$ cat src/rtl/ioctl_upload_reader_if.sv
// HPS ioctl upload-side signal bundle.
// master = hps_io side, slave = reader side.
interface ioctl_upload_reader_if #(
  parameter int DW = 8
);
  logic          ioctl_upload;
  logic          ioctl_rd;
  logic [24:0]   ioctl_addr;
  logic [DW-1:0] ioctl_din;
  logic          ioctl_wait;

  modport master (
    output ioctl_upload,
    output ioctl_rd,
    output ioctl_addr,
    input  ioctl_din,
    input  ioctl_wait
  );

  modport slave (
    input  ioctl_upload,
    input  ioctl_rd,
    input  ioctl_addr,
    output ioctl_din,
    output ioctl_wait
  );
endinterface

$ cat src/rtl/ioctl_upload_reader.sv
// Serves HPS upload read-back from a spare dpram read port.
// One ioctl_rd -> one timed mem read; past-image bytes read as FILL.
module ioctl_upload_reader #(
  parameter int          AW     = 15,
  parameter int          DW     = 8,
  parameter int          RD_LAT = 1,
  parameter logic [DW-1:0] FILL = 8'hFF
) (
  input  logic          clk_sys,
  input  logic          reset_n,
  ioctl_upload_reader_if.slave io,
  input  logic [AW:0]   image_size,
  output logic [AW-1:0] mem_addr,
  output logic          mem_rd,
  input  logic [DW-1:0] mem_q,
  output logic          busy,
  output logic          overrun,
  output logic [AW:0]   rd_count,
  output logic          upload_done
);

  typedef enum logic [1:0] {
    IDLE, ISSUE, LAT, DONE
  } state_t;

  localparam logic [1:0]  LAT_LD = 2'(RD_LAT - 1);
  localparam logic [AW:0] SAT    = {1'b1, {AW{1'b0}}};

  state_t        state, nxt;
  logic [1:0]    cnt;
  logic [24:0]   addr_q;
  logic [DW-1:0] cap_q;
  logic          up_q;
  logic          rise, fall, accept, in_range;

  assign rise     = io.ioctl_upload & ~up_q;
  assign fall     = ~io.ioctl_upload & up_q;
  assign accept   = (state == IDLE) & io.ioctl_rd
                  & io.ioctl_upload;
  assign in_range = (addr_q[24:AW] == '0)
                  & (25'(image_size) > addr_q);
  assign mem_addr = addr_q[AW-1:0];

  // state register
  always_ff @(posedge clk_sys or negedge reset_n) begin
    if (!reset_n) state <= IDLE;
    else          state <= nxt;
  end

  // next state; session end aborts from anywhere
  always_comb begin
    nxt = state;
    unique case (state)
      IDLE:    if (accept) nxt = ISSUE;
      ISSUE:   nxt = LAT;
      LAT:     if (cnt == '0) nxt = DONE;
      DONE:    nxt = IDLE;
      default: nxt = IDLE;
    endcase
    if (fall) nxt = IDLE;
  end

  // Moore outputs decoded from the state register
  always_comb begin
    mem_rd        = (state == ISSUE);
    busy          = (state != IDLE);
    io.ioctl_wait = (state != IDLE);
  end

  // latency counter, address and data capture
  always_ff @(posedge clk_sys or negedge reset_n) begin
    if (!reset_n) begin
      cnt    <= '0;
      addr_q <= '0;
      cap_q  <= '0;
    end else begin
      if (accept) addr_q <= io.ioctl_addr;
      if (state == ISSUE)
        cnt <= LAT_LD;
      else if (state == LAT && cnt != '0)
        cnt <= cnt - 2'd1;
      if (state == LAT && cnt == '0)
        cap_q <= mem_q;
    end
  end

  // returned data, session counters, edge pulse
  always_ff @(posedge clk_sys or negedge reset_n) begin
    if (!reset_n) begin
      io.ioctl_din <= '0;
      rd_count     <= '0;
      overrun      <= 1'b0;
      upload_done  <= 1'b0;
      up_q         <= 1'b0;
    end else begin
      up_q        <= io.ioctl_upload;
      upload_done <= fall;
      if (io.ioctl_rd && state != IDLE)
        overrun <= 1'b1;
      if (state == DONE && !fall) begin
        io.ioctl_din <= in_range ? cap_q : FILL;
        if (rd_count != SAT)
          rd_count <= rd_count + 1'b1;
      end
      if (rise) begin
        rd_count <= '0;
        overrun  <= 1'b0;
      end
    end
  end

endmodule
$ cat src/flat_wrapper.sv
// flat-port wrapper written by rule: the top's interface ports become plain ports
module ioctl_upload_reader_flat 
#(
  parameter int          AW     = 15,
  parameter int          DW     = 8,
  parameter int          RD_LAT = 1,
  parameter logic [DW-1:0] FILL = 8'hFF
)
  (clk_sys, reset_n, image_size, mem_addr, mem_rd, mem_q, busy, overrun, rd_count, upload_done, io_ioctl_upload, io_ioctl_rd, io_ioctl_addr, io_ioctl_din, io_ioctl_wait);
  ioctl_upload_reader_if #(.DW(DW)) io_i ();
  input  logic clk_sys;
  input  logic reset_n;
  input  logic [AW:0] image_size;
  output logic [AW-1:0] mem_addr;
  output logic mem_rd;
  input  logic [DW-1:0] mem_q;
  output logic busy;
  output logic overrun;
  output logic [AW:0] rd_count;
  output logic upload_done;
  input wire logic [$bits(io_i.ioctl_upload)-1:0] io_ioctl_upload;
  input wire logic [$bits(io_i.ioctl_rd)-1:0] io_ioctl_rd;
  input wire logic [$bits(io_i.ioctl_addr)-1:0] io_ioctl_addr;
  output wire logic [$bits(io_i.ioctl_din)-1:0] io_ioctl_din;
  output wire logic [$bits(io_i.ioctl_wait)-1:0] io_ioctl_wait;
  assign io_i.ioctl_upload = io_ioctl_upload;
  assign io_i.ioctl_rd = io_ioctl_rd;
  assign io_i.ioctl_addr = io_ioctl_addr;
  assign io_ioctl_din = io_i.ioctl_din;
  assign io_ioctl_wait = io_i.ioctl_wait;
  ioctl_upload_reader #(.AW(AW), .DW(DW), .RD_LAT(RD_LAT), .FILL(FILL)) u_core (.clk_sys(clk_sys), .reset_n(reset_n), .io(io_i), .image_size(image_size), .mem_addr(mem_addr), .mem_rd(mem_rd), .mem_q(mem_q), .busy(busy), .overrun(overrun), .rd_count(rd_count), .upload_done(upload_done));
endmodule
$ cat config.mk
export PLATFORM = sky130hd
export DESIGN_NAME = ioctl_upload_reader_flat
export DESIGN_NICKNAME = d
export VERILOG_FILES = /design/src/rtl/ioctl_upload_reader_if.sv /design/src/rtl/ioctl_upload_reader.sv /design/src/flat_wrapper.sv
export SDC_FILE = /design/constraint.sdc
export NUM_CORES = 1
export LEC_CHECK = 0
export ABC_AREA = 1
export BUFFER_PORTS_ARGS = -buffer_cell sky130_fd_sc_hd__buf_4
export CORE_UTILIZATION = 53
export DETAILED_ROUTE_END_ITERATION = 12
export HOLD_SLACK_MARGIN = 0.05
export PLACE_DENSITY = 0.78
export SYNTH_ARGS = -nofsm -noshare
export SYNTH_HDL_FRONTEND = slang
export SYNTH_SLANG_ARGS = --single-unit
$ cat constraint.sdc
create_clock -name clk_sys -period 2 [get_ports clk_sys]
set_input_delay 0.1 -clock clk_sys [delete_from_list [all_inputs] [get_ports clk_sys]]
set_output_delay 0.1 -clock clk_sys [all_outputs]
set_load 0.01 [all_outputs]
# Word level (Yosys, flattened, before mapping)
# Cells that the tools add are included.
word_totals:
  in_bits: 53
  word_cells: 53
  output_inout_bits: 44
  register_bits: 64
op_classes:
  n_addsub: 2
  n_lt_le_gt_ge: 1
  eq_ne: 6
  n_bitwise: 7
  n_reduce_logical: 16
  muxes: 12
ops:
  columns: ["cell", "count"]
  rows:
  - ["16-bit 2-to-1 mux", 3]
  - ["16-bit by 25-bit greater-than comparator with 1-bit output", 1]
  - ["16-bit by 1-bit adder with 16-bit output, second input constant", 1]
  - ["16-bit != test, second input constant", 1]
  - ["2-bit nonzero test", 6]
  - ["10-bit zero test", 1]
  - ["2-bit 2-to-1 mux", 5]
  - ["8-bit 2-to-1 mux", 1]
  - ["2-bit case mux with 4 select lines", 1]
  - ["3-bit by 1-bit != test with 1-bit output, second input constant", 2]
  - ["1-bit bitwise AND", 5]
  - ["2-bit equality test, second input constant", 2]
  - ["1-bit logical AND", 4]
  - ["2-bit zero test", 2]
  - ["2-bit AND reduction", 2]
  - ["2-bit by 1-bit equality test with 1-bit output, second input constant", 1]
  - ["1-bit 2-to-1 mux", 2]
  - ["1-bit inverter", 2]
  - ["2-bit by 1-bit subtractor with 2-bit output, second input constant", 1]
  - ["1-bit zero test", 1]

# Logic depth before layout (Yosys ltp)
# Gate-level depths: netlist of the first run.
depth:
  word_depth: 6
  ltp_mapped: 13
  ltp_nobuf: 13

# Worst setup path before layout of the first run
# OpenSTA, ideal clock, no wires.
synth_path:
  path_type: "register to register"
  from: "reg u_core.addr_q[15]"
  to: "reg u_core.io.ioctl_din[0]"
  stages_incl_launch_ff: 12
  t_arrival_ps: 1392
  setup_slack_ps: 495
  required_time_ps: 1887
  period_less_slack_ps: 1505
  cell_sequence: "dfrtp_1 -> inv_1 -> ha_1 -> nand2_1 -> nor2_1 -> nand2_1 -> nor3_1 -> nand2_1 -> nand2_1 -> nand3_1 -> nand2_1 -> inv_1"
synth_between:
  elab_chain_cells: 3
  elab_cells_between_ends: 4
  classes_between: "order compare (1); mux (1); bitwise (1); reduce/logical (1)"
synth_rtl:
  columns: ["item", "line", "source"]
  rows:
  - ["from (decl)", "ioctl_upload_reader.sv:31", "logic [24:0] addr_q;"]
  - ["from (signal assigned)", "ioctl_upload_reader.sv:77", "if (accept) addr_q <= io.ioctl_addr;"]
  - ["16-bit by 25-bit greater-than comparator with 1-bit output or 10-bit zero test (tied branches)", "ioctl_upload_reader.sv:41, ioctl_upload_reader.sv:40", null]
  - ["1-bit bitwise AND *", "ioctl_upload_reader.sv:41", "& (25'(image_size) > addr_q);"]
  - ["8-bit 2-to-1 mux *", "ioctl_upload_reader.sv:101", "io.ioctl_din <= in_range ? cap_q : FILL;"]
  - ["to (signal assigned)", "ioctl_upload_reader.sv:101", null]
  - ["to (decl)", "ioctl_upload_reader_if.sv:24", "output ioctl_din,"]
# Mark *: on every way between the ends. The rest lies on a longest branch, timed or not.
# A chain may end at the register's enable or synchronous reset.

# Final worst setup path of the first run
layout_path:
  from: "reg u_core.addr_q[4]"
  to: "reg u_core.io.ioctl_din[1]"
layout_between:
  elab_chain_cells: 3
layout_rtl:
  columns: ["item", "line"]
  rows:
  - ["16-bit by 25-bit greater-than comparator with 1-bit output", "ioctl_upload_reader.sv:41"]
  - ["1-bit bitwise AND", "ioctl_upload_reader.sv:41"]
  - ["8-bit 2-to-1 mux", "ioctl_upload_reader.sv:101"]
# Every way passes these cells.

==> results of run 1 <==
-- how the worst max path moves through the flow --
stage,from,end,slack [ps]
floorplan,u_core.addr_q[15]$_DFFE_PN0P_,u_core.io.ioctl_din[0]$_DFFE_PN0P_,490
global placement,u_core.addr_q[15]$_DFFE_PN0P_,u_core.io.ioctl_din[6]$_DFFE_PN0P_,360
detailed placement,u_core.addr_q[4]$_DFFE_PN0P_,u_core.io.ioctl_din[1]$_DFFE_PN0P_,250
CTS,u_core.addr_q[4]$_DFFE_PN0P_,u_core.io.ioctl_din[1]$_DFFE_PN0P_,200
global route,u_core.addr_q[14]$_DFFE_PN0P_,u_core.io.ioctl_din[5]$_DFFE_PN0P_,60
finish,u_core.addr_q[4]$_DFFE_PN0P_,u_core.io.ioctl_din[1]$_DFFE_PN0P_,250
-- cell families after synthesis --
group,Yosys count
and+or+nand+nor,214
buffers and inverters,86
DFF,64
AOI/OAI and AO/OA,45
adders and majority gates,24
muxes,8
xor gates and xnor gates,5
-- per-layer routing --
layer,GRT usage,vias to the layer above
li1,-,1662
met1,0.336,1554
met2,0.436,122
met3,0.0477,27
met4,0.116,0
met5,0,-
-- cell usage in the layout (no fill, tap or decap), drive strengths merged, types with 3 or more instances in the layout --
cell and instances:
or2 8, nand4 11, mux2 8, clkbuf 10, nor3 10, nand3 32
buf 98, nor2 38, nand2 114, a21oi 7, dlygate4sd3 36, ha 24
clkinv 4, xor2 5, o21ai 32, a211oi 3, dfrtp 64, inv 62
-- cell type report --
class                           instances  area share
Multi-Input combinational cell        296       0.338
Sequential cell                        64       0.329
Timing Repair Buffer                  134       0.225
Inverter                               63      0.0496
Clock buffer                           10      0.0262
Tap cell                               77      0.0198
Clock inverter                          6      0.0123
-- report_power, final --
group	internal (uW)	switching, uW
registers	1710	273
logic	974	1180
clock network	569	545
-- flip-flops by register name, summed over array words and instances (netlist names) --
signal               cells
u_core.cap_q             8
u_core.rd_count         16
u_core.addr_q           25
u_core.up_q              1
u_core.upload_done       1
u_core.overrun           1
u_core.cnt               2
u_core.state             2
u_core.io.ioctl_din      8
-- stage by stage --
stage | total power [uW] | utilization | hold WS [ps] | cells | setup slack (ps)
after floorplan | 3480 | - | -196 | 446 | 495
after global placement | 3990 | 0.665 | 247 | 598 | 356
after detailed placement | 4080 | 0.665 | 250 | 598 | 254
after CTS | 5250 | 0.749 | 412 | 650 | 198
after global routing | 5650 | 0.750 | 459 | 650 | 58.8
final | 5250 | 0.750 | 373 | 650 | 253
-- repair_timing --
item,4_1_cts,5_1_grt
endpoints found under the setup margin,0,7
endpoints found under the hold margin,100,0
resized for setup,0,1
hold buffers,36,0
-- worst register-to-register path: cells and delay by family (launching register included) --
family	cells	cell delay [ps]
adder cells (fa/ha/maj)	1	300
buffers and inverters	2	120
flip-flops	1	380
AND/OR/NAND/NOR	8	850
==> impl_results.md, run 1 <==
* Slew Limit Fails at 0
* Nets at 645
* CP dominant cell by count: nand2_1
* Cell depth of the worst setup path at 11
* Synth Area in Simple Gates at 0.266
* Post-synth ARST share at 1.00
* Starting DRT DRC Count at about 180
* CP cell instances: inv_1 > ha_1 > nand2_1 > nor2_1 > nand3b_1 > nand3_1 > nand2_1 > nand2_2 > nand3_1 > nand2_1 > inv_1
* Yosys cell types at 31
* Clock transition at path regs at 80 ps
* Hold Crit Class: input pin to async pin
* WL met2 at 4190 um
* Syn Nets at ~520
* Yosys warns at 0
* RR Startpoint: u_core.addr_q[4]$_DFFE_PN0P_
* Cell family with most CP delay: simple AND/OR/NAND/NOR gates
* Crit. End Element: flop
* Slew margin rel. at 0.463
* Multi-input logic area at 1650 um^2
* Count leader, synth: nand2_1
* Compound-Gate Fraction of Synth Area at 0.0658
* Final setup fails at 0
* Register-to-Register Path Depth at 11
* Period utilization at 0.874
* Max-Cap Viols at 0
* CTS H-Tree Depth at 3
* M1 wire length at approximately 3700 um
* Global-route wire length before repair at around 15000 um
* Synthesized cell area at ~3700 um^2
* Ports at just under 100
* Starting Density at 0.562
* Total number of vias at ~3.4k
* Root Buffer: clkbuf_8
* TritonCTS clock tree: yes
* Final hold violations at 0
* Ant. Diodes at 0
* Bufs and invs on worst path at 2
* Commonest cells in the netlist: nand2_1, dfrtp_1, inv_1
* Via/cell ratio at slightly above 5
* Gr ovfl total at 0
* Design area at 4870 um^2
* Dpl cell area at about 4300 um^2
* Top Metal Used: met4
* Layout area overhead at 33.3%
* Largest net degree at the start of global routing at 65
* Slowest-stage cell, CP: dfrtp_1
* Initial antenna violation count at 0
* Main combinational cell family by area after synthesis: simple AND/OR/NAND/NOR gates
* Xor/xnor share of the synthesized area at 0.0120
* Total GRT Usage at 0.262
* Seq/Total Area, Yosys at 0.439
* Mux cell area share after synthesis at 0.0247
* Number of synthesized register bits at 64
* Die area at just over 7000 um^2
* Core footprint at roughly 6500 um^2
* Setup bufs post-CTS at 0
* Synth Area in Adders at 0.0822
* Critical path fanouts, max at 8
* Worst EP arrival at 2000 ps
* Result of the run: finished, final reports clean
* Register Area at approximately 1600 um^2
* RSZ-0062 raised after global routing: false
* Row cnt at 29
* Wire length per cell at approximately 13 um
* Final WL at ~8700 um
* Pleak at approximately 0.0024 uW
* EDFF count, synth at 0
* Share of cells above drive strength 1 at 0.262
* Fmax at ~570 MHz
* Gpl congestion at between 0.9 and 1
* Post-synth top area cell: dfrtp_1
* Height of the die at roughly 85 um
* Peak VDD IR at 0.000747 V
* Port Buffers at 96
* DRC violations left at 0
* TNS Setup at 0 ps
* Top cells by area, synth: dfrtp_1, nand2_1, ha_1, inv_1, nand3_1
* Met3 WL at between 500 and 600 um
* Slew @ Worst Pin at 806 ps
* Worst Clk Skew at ~9.5 ps
* Post-detail-place hpwl at 5920 um
* Main synth FF type: dfrtp_1
* Post-route ant nets at 0
* Die X at approximately 85 um
* Worst R2R Setup Slack at 250 ps
* Synth top area share at 0.439
* CP Data Required Time at 2250 ps
* Cts bufs inserted at 9
* Slowest stage delay, CP at approximately 380 ps
* Post-Synthesis Cells at about 450
* Worst-Skew Late Latency at ~360 ps
* Syn Area/Cell at between 8 and 9 um^2
* Maximum clock insertion buffer count at 2
* Clk sink count at 64
* Cell Pwr Density at approximately 1100 nW/um^2
* Worst flop-to-flop path endpoint: u_core.io.ioctl_din[1]$_DFFE_PN0P_
* Vias in the first global route at between 3k and 4k
* Crit path kind: flop to flop
* Worst setup SP type: flop
* Min Clock Period, post-route at 1750 ps
* Drt pass-1 iters at 4
* # fillers at 484
Note: power is estimated with default switching activity, not from simulation.
==> run 2: changes to the inputs <==
--- a/config.mk
+++ b/config.mk
@@ -11,6 +11,7 @@
 export DETAILED_ROUTE_END_ITERATION = 12
 export HOLD_SLACK_MARGIN = 0.05
 export PLACE_DENSITY = 0.78
+export REMOVE_ABC_BUFFERS = 1
 export SYNTH_ARGS = -nofsm -noshare
 export SYNTH_HDL_FRONTEND = slang
 export SYNTH_SLANG_ARGS = --single-unit
==> impl_results.md, run 2 (synthesis gave the netlist of run 1 again) <==
* Height of the die at around 85 um
* Final hold violations at 0
* Row cnt at 29
* DRC violations left at 0
* Drt pass-1 iters at 5
* Top Registers: u_core.addr_q (25), u_core.rd_count (16)
* Worst flop-to-flop path endpoint: u_core.io.ioctl_din[6]$_DFFE_PN0P_
* Slew margin rel. at 0.463
* Multi-input logic area at 1640 um^2
* Sw frac at 0.374
* Final WL at 8750 um
* Global-route wire length before repair at 14700 um
* Cts bufs inserted at 9
* Min Clock Period, post-route at roughly 1800 ps
* Slew Limit Fails at 0
* Core footprint at roughly 6500 um^2
* CP cell instances: inv_1 > ha_1 > nand2_1 > nor2_1 > nand2_1 > nor3_1 > nand2_1 > nand2_1 > nand3_1 > nand2_1 > inv_1
* Cell Pwr Density at around 1100 nW/um^2
* Port Buffers at 96
* Period utilization at 0.902
* NetSw at between 1500 and 2000 uW
* Utilization after layout at 0.751
* Most frequent cells in the layout: nand2_1, buf_4, dfrtp_1
* Max-Cap Viols at 0
* Worst EP arrival at 2050 ps
* TritonCTS clock tree: yes
* Setup bufs post-CTS at 0
* Register Area at around 1600 um^2
* Commonest non-fill, non-tap cell in the layout: nand2_1
* Maximum clock insertion buffer count at 2
* Starting Density at 0.562
* Ports at 97
* Peak VDD IR at 0.000588 V
* Initial antenna violation count at 0
* Ant. Diodes at 0
* Non-Filler Instances at 650
* Nets at between 600 and 700
* Worst-Skew Late Latency at between 300 and 400 ps
* Via/cell ratio at 5.11
* Worst R2R Setup Slack at about 200 ps
* Critical path fanouts, max at 8
* CP Data Required Time at roughly 2200 ps
* Wire length per cell at between 10 and 15 um
* Reg with most FFs: u_core.addr_q
* Pleak at approximately 0.0024 uW
* RSZ-0062 raised after global routing: false
* Cell internal pwr at between 3000 and 4000 uW
* Crit. End Element: flop
* CP dominant cell by count: nand2_1
* Gr ovfl total at 0
* Hold Crit Class: input pin to async pin
* Placed cells at 598
* Register-to-Register Path Depth at 11
* Slowest-stage cell, CP: dfrtp_1
* Starting DRT DRC Count at about 130
* Total number of vias at between 3k and 4k
* Fmax at approximately 550 MHz
* Sequential fraction of design power at 0.376
* Layout area overhead at 33.5%
* Final setup fails at 0
* RR Startpoint: u_core.addr_q[15]$_DFFE_PN0P_
* Total GRT Usage at 0.261
* Largest register FFs at 25
* Vias in the first global route at about 3.2k
* Crit path kind: flop to flop
* Die area at about 7200 um^2
* Clock transition at path regs at ~80 ps
* Worst setup SP type: flop
* Post-route ant nets at 0
* Gpl congestion at 0.937
* Die X at roughly 85 um
* Clk sink count at 64
* Result of the run: finished, final reports clean
* Slew @ Worst Pin at between 800 and 900 ps
* Share of cells above drive strength 1 at 0.260
* Combinational power share at 0.408
* Root Buffer: clkbuf_8
* Slowest stage delay, CP at roughly 320 ps
* Worst Clk Skew at ~8.3 ps
* CTS H-Tree Depth at 3
* Clock Power Share at 0.215
* Post-detail-place hpwl at 5850 um
* Largest net degree at the start of global routing at 65
* # fillers at 480
run 2: cell count changes in the layout (fill, tap and decap cells not counted):
| cell | before | now |
|---|---|---|
| nand2_1 | 109 | 110 |
| clkinv_4 | 0 | 1 |
| clkinvlp_4 | 2 | 1 |
| nand2_2 | 2 | 1 |
| clkinv_2 | 3 | 2 |
| clkbuf_8 | 9 | 10 |
run 2: layer usage:
metal	vias up	routed length, um	track usage
met5	-	0	0
met1	1520	3770	0.327
met4	0	263	0.140
met2	118	4230	0.433
met3	26	481	0.0447
li1	1660	-	-
run 2: worst max-delay path by stage:
stage	start	end	slack, ps	depth (start not counted)
floorplan	u_core.state[0]$_DFFE_PN0P_	u_core.state[0]$_DFFE_PN0P_	-100	7
global placement	u_core.addr_q[8]$_DFFE_PN0P_	u_core.io.ioctl_din[6]$_DFFE_PN0P_	320	11
CTS	u_core.addr_q[11]$_DFFE_PN0P_	u_core.io.ioctl_din[6]$_DFFE_PN0P_	210	11
global route	u_core.addr_q[15]$_DFFE_PN0P_	u_core.io.ioctl_din[6]$_DFFE_PN0P_	4	11
detailed placement	u_core.addr_q[11]$_DFFE_PN0P_	u_core.io.ioctl_din[6]$_DFFE_PN0P_	220	11
finish	u_core.addr_q[15]$_DFFE_PN0P_	u_core.io.ioctl_din[6]$_DFFE_PN0P_	200	11
run 2: power by group through the flow:
stage               sequential (uW)  combinational [uW]  clock [uW]
floorplan                      2040                1180           0
global placement               1970                2000           0
detailed placement             1990                2070           0
CTS                            1970                2150        1150
global route                   2030                2410        1210
finish                         1980                2150        1130
run 2: timing repair:
| action | in CTS | in global routing |
|---|---|---|
| hold endpoints to repair | 100 | 0 |
| hold buffers | 36 | 0 |
| resized for setup | 0 | 0 |
| endpoints found under the setup margin | 0 | 0 |
run 2: worst max-delay path: cells and delay by family (launching register included):
kind	cells	cell delay (ps)
buf+inv	2	100
fa+ha+maj	1	320
simple gates	8	960
flops	1	320
run 2: metrics by stage:
stage / total power [uW] / hold slack, ps / TNS [ps] / worst slack (ps) / cell area [um^2]
2_1_floorplan: 3230 / -196 / -189 / -99.3 / 3490
3_3_place_gp: 3980 / 243 / 0 / 322 / 4320
3_5_place_dp: 4060 / 254 / 0 / 221 / 4320
4_1_cts: 5270 / 413 / 0 / 208 / 4880
5_1_grt: 5640 / 459 / 0 / 3.63 / 4880
6_report: 5260 / 382 / 0 / 196 / 4880
run 2: layout make-up:
type | instances | area share
Multi-Input combinational cell | 296 | 0.337
Clock buffer | 11 | 0.0290
Inverter | 63 | 0.0495
Sequential cell | 64 | 0.328
Timing Repair Buffer | 134 | 0.225
Clock inverter | 5 | 0.0115
Tap cell | 77 | 0.0198
